==> config.mk <==
export PLATFORM = sky130hd
export DESIGN_NAME = uart_rx
export DESIGN_NICKNAME = d
export VERILOG_FILES = /design/src/rtl/uart_pkg.sv /design/src/rtl/uart_baud_counter.sv /design/src/rtl/uart_rx.sv
export SDC_FILE = /design/constraint.sdc
export NUM_CORES = 1
export LEC_CHECK = 0
export BUFFER_PORTS_ARGS = -buffer_cell sky130_fd_sc_hd__buf_2
export CAP_MARGIN = 20
export CORE_MARGIN = 2
export CORE_UTILIZATION = 40
export DETAILED_ROUTE_END_ITERATION = 16
export SYNTH_ARGS = -nofsm -noshare
export SYNTH_HDL_FRONTEND = slang
export SYNTH_SLANG_ARGS = --single-unit
export TNS_END_PERCENT = 100
==> constraint.sdc <==
create_clock -name clk -period 2.15 [get_ports clk]
set_input_delay 0 -clock clk [delete_from_list [all_inputs] [get_ports clk]]
set_output_delay 0 -clock clk [all_outputs]
set_load 0.02 [all_outputs]
==> src/rtl/uart_pkg.sv <==
// rtl/uart_pkg.sv - shared UART definitions: FSM states, default parameters, status bit layout
package uart_pkg;

  typedef enum logic [1:0] {
    ST_IDLE  = 2'd0,
    ST_START = 2'd1,
    ST_DATA  = 2'd2,
    ST_STOP  = 2'd3
  } uart_state_t;

  localparam int DEF_CLKS_PER_BIT = 434;
  localparam int DEF_DATA_BITS    = 8;

  localparam int STAT_READY     = 0;
  localparam int STAT_FRAME_ERR = 1;
  localparam int STAT_OVERRUN   = 2;
  localparam int STAT_BUSY      = 3;

  // Packs the receiver flags into the MMIO status word layout.
  function automatic logic [3:0] pack_status(input logic ready, input logic frame_err,
                                              input logic overrun, input logic busy);
    logic [3:0] s;
    s                 = '0;
    s[STAT_READY]     = ready;
    s[STAT_FRAME_ERR] = frame_err;
    s[STAT_OVERRUN]   = overrun;
    s[STAT_BUSY]      = busy;
    return s;
  endfunction

endpackage

==> src/rtl/uart_baud_counter.sv <==
// rtl/uart_baud_counter.sv - bit-period counter with enable, sync clear and terminal-count flag
module uart_baud_counter #(
  parameter int CLKS_PER_BIT = 434,
  parameter int CW           = $clog2(CLKS_PER_BIT)
) (
  input  logic          clk,
  input  logic          rst,
  input  logic          en,
  input  logic          clr,
  output logic [CW-1:0] q,
  output logic          tc
);

  always_ff @(posedge clk or negedge rst) begin
    if (!rst) begin
      q <= '0;
    end else if (clr) begin
      q <= '0;
    end else if (en) begin
      q <= q + CW'(1);
    end
  end

  assign tc = (q == CW'(CLKS_PER_BIT - 1));

endmodule

==> src/rtl/uart_rx.sv <==
// rtl/uart_rx.sv - 8N1 UART receiver with sticky ready, framing-error and overrun flags
module uart_rx
  import uart_pkg::*;
#(
  parameter int CLKS_PER_BIT = DEF_CLKS_PER_BIT,
  parameter int DATA_BITS    = DEF_DATA_BITS
) (
  input  logic                 clk,
  input  logic                 rst,
  input  logic                 rx,
  input  logic                 rx_clr,
  output logic [DATA_BITS-1:0] rx_data,
  output logic                 rx_ready,
  output logic                 frame_err,
  output logic                 overrun,
  output logic                 busy
);

  localparam int CW = $clog2(CLKS_PER_BIT);
  localparam int BW = $clog2(DATA_BITS + 1);
  localparam int IW = (DATA_BITS > 1) ? $clog2(DATA_BITS) : 1;
  localparam logic [CW-1:0] HALF_TC  = CW'(CLKS_PER_BIT / 2 - 1);
  localparam logic [BW-1:0] LAST_BIT = BW'(DATA_BITS - 1);

  logic                 rx_meta, rx_s;
  uart_state_t          state, state_nxt;
  logic [CW-1:0]        cnt;
  logic                 cnt_tc, cnt_en, cnt_clr;
  logic [BW-1:0]        bit_idx;
  logic [DATA_BITS-1:0] shift;
  logic                 sample, commit;

  // Synchronizer resets to the idle line level so reset never looks like a start bit.
  always_ff @(posedge clk or negedge rst) begin
    if (!rst) begin
      rx_meta <= 1'b1;
      rx_s    <= 1'b1;
    end else begin
      rx_meta <= rx;
      rx_s    <= rx_meta;
    end
  end

  uart_baud_counter #(
    .CLKS_PER_BIT(CLKS_PER_BIT),
    .CW          (CW)
  ) u_baud (
    .clk(clk),
    .rst(rst),
    .en (cnt_en),
    .clr(cnt_clr),
    .q  (cnt),
    .tc (cnt_tc)
  );

  always_ff @(posedge clk or negedge rst) begin
    if (!rst) state <= ST_IDLE;
    else      state <= state_nxt;
  end

  always_comb begin
    state_nxt = state;
    cnt_en    = 1'b0;
    cnt_clr   = 1'b0;
    sample    = 1'b0;
    commit    = 1'b0;
    case (state)
      ST_IDLE: begin
        cnt_clr = 1'b1;
        if (!rx_s) state_nxt = ST_START;
      end
      ST_START: begin
        cnt_en = 1'b1;
        if (cnt == HALF_TC) begin
          cnt_clr   = 1'b1;
          state_nxt = rx_s ? ST_IDLE : ST_DATA;
        end
      end
      ST_DATA: begin
        cnt_en = 1'b1;
        if (cnt_tc) begin
          cnt_clr = 1'b1;
          sample  = 1'b1;
          if (bit_idx == LAST_BIT) state_nxt = ST_STOP;
        end
      end
      ST_STOP: begin
        cnt_en = 1'b1;
        if (cnt_tc) begin
          cnt_clr   = 1'b1;
          commit    = 1'b1;
          state_nxt = ST_IDLE;
        end
      end
      default: state_nxt = ST_IDLE;
    endcase
  end

  always_ff @(posedge clk or negedge rst) begin
    if (!rst) begin
      bit_idx <= '0;
      shift   <= '0;
    end else if (state == ST_IDLE) begin
      bit_idx <= '0;
    end else if (sample) begin
      shift[bit_idx[IW-1:0]] <= rx_s;
      bit_idx                <= bit_idx + BW'(1);
    end
  end

  // A commit outranks a simultaneous clear so a freshly received byte is never lost.
  always_ff @(posedge clk or negedge rst) begin
    if (!rst) begin
      rx_data   <= '0;
      rx_ready  <= 1'b0;
      frame_err <= 1'b0;
      overrun   <= 1'b0;
    end else if (commit) begin
      rx_data   <= shift;
      frame_err <= !rx_s;
      overrun   <= overrun | rx_ready;
      rx_ready  <= 1'b1;
    end else if (rx_clr) begin
      rx_ready  <= 1'b0;
      frame_err <= 1'b0;
      overrun   <= 1'b0;
    end
  end

  assign busy = (state != ST_IDLE);

endmodule
==> run_results.csv <==
group,metric,value,unit
power,vdd_drop_max,346,µV
placed_design,dp_slack,325,ps
cts,clock_latency,290,ps
run_status,status,"finished, final reports clean",
logic_synthesis,synth_seq_area_share,51.1,%
logic_synthesis,synth_ff_type,"dfrtp_1",
power,clock_power_share,47.7,%
timing,final.setup_skew,5.86,ps
timing,min_period,1810,ps
hold_path,min_path_type,"in2async",
routing,num_vias,1251,
power,swShare,18.6,%
cts,postCtsResizedCells,0,
power,total_power,0.00135,W
finish,drive_above_1_share,28.2,%
power,p_per_area,660,mW/mm²
die,placementRows,24,
power,p_leak,0.951,nW
logic_synthesis,synth_area,0.00177,mm²
finish,nets,177,
placed_design,io_buffers,15,
placed_design,globalplace.congestion,0.826,
timing,final.period_utilization,84.3,%
placed_design,detailed_place_hpwl,2.50,mm
routing,ant_nets,0,
global_routing,globalRouteTotalUtil,16.1,%
global_routing,grt_max_degree,37,
global_routing,grt_pass1_vias,1302,
setup_path,path_buf_inv,2,
timing,tns,0,ps
flow_run,maxCapViolCount,0,
finish,seq_area,903,µm²
finish,n_antenna_cell,0,
cts,htree_levels,2,
setup_path,required,2320,ps
setup_path,critPathKind,"reg2reg",
die,dieArea,0.00497,mm²
die,die_height,70.5,µm
timing,rsz0062_at_grt,"no",
logic_synthesis,async_reset_ff_share,100,%
cts,clock_path_buffers,2,
timing,setup_ws,337,ps
routing,post_drt_wl_per_cell,15.6,µm
setup_path,critPathSlowestCell,"dfrtp_1",
finish,multiInputGateArea,787,µm²
logic_synthesis,syn_nets,156,
cts,clk_pin_slew,70,ps
timing,final_max_slew_viol_count,0,
setup_path,start_kind,"flip-flop",
placed_design,place_area,0.00188,mm²
setup_path,crit_chain,"inv_1, ha_1, nand4bb_1, buf_4, nor4_2, mux2_1",
power,comb_power_share,1.6,%
routing,drt_iter0_drc,25,
logic_synthesis,synth_seq_cells,36,
routing,viasPerCell,5.64,
finish,design_area,0.00204,mm²
power,internal_power,0.00110,W
finish,synthToLayoutAreaGrowth,15.4,%
die,io_pins,16,
global_routing,grt_pass1_wl,6.24,mm
timing,worstMarginPinSlew,784,ps
finish,fillCellCount,388,
setup_path,crit_family,"simple AND/OR/NAND/NOR gates",
die,dieWidth,70.5,µm
logic_synthesis,synth_top_area_cell,"dfrtp_1",
setup_path,endpoint_kind,"flip-flop",
logic_synthesis,synthCells,148,
power,p_seq_share,50.7,%
timing,max_freq,552,MHz
cts,cts_sinks,36,
logic_synthesis,yosys.cell_types.count,47,
setup_path,arrival,1980,ps
global_routing,grt.overflow.total,0,
logic_synthesis,synth_area_per_cell,11.9,µm²
setup_path,cp_max_fo,17,
cts,tritoncts,"built",
setup_path,slowest_delay,410,ps
timing,setup-violations-final,0,
global_routing,antenna_found_initial,0,
timing,hold_viol,0,
logic_synthesis,yosysTopAreaCellShare,48.1,%
logic_synthesis,synth_edf_count,0,
die,coreArea,0.00429,mm²
routing,drc,0,
die,start_util,41.2,%
routing,drt-total-wl,3.47,mm
routing,dr.pass1.iters,4,
logic_synthesis,yosys_warnings,0,
power,p_switching,0.000251,W
cts,numCtsBuffers,5,
timing,relSlewSlack,47.8,%
logic_synthesis,synth_top_cells_by_area,"dfrtp_1 (48%), mux2_2 (5.1%), mux2_1 (3.2%)",
cts,cts_root_buffer,"clkbuf_8",
per-layer routing:
metal	routed length [µm]	GRT usage, %	share of wire, %
met1	1620	20.3	47
met2	1650	25.6	48
met3	133	5.05	3.8
met4	65	6.62	1.9
met5	0	0	0
final cells by class:
cell class / count / area share (%)
flip-flops and latches: 36 / 44.3
multi-input cells: 97 / 38.6
repair buffers: 21 / 6.26
clock buffers: 7 / 4.72
well taps: 52 / 3.19
clock inverters: 1 / 1.47
inverters: 8 / 1.47
Yosys cell counts, types with 2 or more instances:
master and number:
a21oi_1 4, or3_1 4, inv_1 8, mux2_1 5, or2_2 2, nand4_1 2
o21ai_0 4, mux2_2 8, o31ai_1 3, nor4_1 3, buf_6 2, nand3_1 3
nor4_2 4, a22oi_1 4, dfrtp_1 34, mux2i_1 2, clkbuf_1 2, xnor2_1 2
or4_1 2, nand2b_1 4, a211o_1 2, nor2_1 2, buf_2 2, o211ai_1 2
nand2_1 10, dfstp_2 2, o41ai_1 3, ha_1 4
worst reg2reg max path: stages (launching register included):
cell       delay (ps)
dfrtp_1           410
inv_1              90
ha_1              140
nand4bb_1         100
buf_4             210
nor4_2            380
mux2_1            370
placed cells by master (no fill, tap or decap), types with 3 or more instances in the layout:
cell | Yosys | final
nor4_2 | 4 | 4
nand2b_1 | 4 | 4
ha_1 | 4 | 4
nor4_1 | 3 | 3
dlygate4sd3_1 | 0 | 3
a22oi_1 | 4 | 4
o21ai_0 | 4 | 4
o41ai_1 | 3 | 3
inv_1 | 8 | 8
nand2_1 | 10 | 10
dfrtp_1 | 34 | 34
mux2_2 | 8 | 8
clkbuf_8 | 0 | 7
buf_4 | 1 | 3
mux2_1 | 5 | 5
buf_2 | 2 | 15
or3_1 | 4 | 4
nand3_1 | 3 | 3
a21oi_1 | 4 | 4
o31ai_1 | 3 | 3
cell families (layout without fill, tap and decap cells):
group                    after synthesis  after routing  share of synthesized area [%]
multiplexers                          15             15                           9.41
AO/OA/AOI/OAI                         30             30                           12.5
flip-flops                            36             36                           51.1
XOR/XNOR                               3              3                           1.49
buffers and inverters                 15             37                           4.39
AND/OR/NAND/NOR                       45             45                           18.3
adder cells (fa/ha/maj)                4              4                           2.83
registers in the layout, indices dropped and copies added (netlist names), named ones only:
signal / flops
rx_s: 1
rx_meta: 1
overrun: 1
frame_err: 1
shift: 8
rx_ready: 1
rx_data: 8
state: 1
u_baud.q: 9
bit_idx: 4
power by group through the flow:
stage,clock [W],sequential (W),combinational (W)
final,0.000642,0.000683,0.0000215
after CTS,0.000663,0.000683,0.0000229
after global placement,0,0.000696,0.0000175
after floorplan,0,0.000695,0.00000197
after global routing,0.000703,0.000683,0.0000253
after detailed placement,0,0.000696,0.0000188
path summary, 6_finish.rpt:
| check | startpoint | endpoint | slack, ps | cells after the start |
|---|---|---|---|---|
| min | rst | rx_data[6] | 330 | 2 |
| max | u_baud.q[1] | shift[7] | 340 | 6 |
| min reg2reg | rx_meta | rx_s | 360 | 0 |
| min in group clk | rx_meta | rx_s | 360 | 0 |
| max reg2reg | u_baud.q[1] | shift[7] | 340 | 6 |
| max in group asynchronous | rst | bit_idx[0] | 1320 | 2 |
per-stage QoR:
stage	std cells	hold slack, ps	util, %
finish	222	327	47.5
global route	222	340	47.5
CTS	222	354	47.5
detailed placement	211	114	43.9
global placement	211	106	43.9
floorplan	148	-296	-
repair_timing:
| item | CTS | global route |
|---|---|---|
| setup endpoints to repair | 0 | 0 |
| setup buffers | 0 | 0 |
| hold buffers | 3 | 0 |
| hold endpoints to repair | 36 | 0 |
Note: power is estimated with default switching activity, not from simulation.
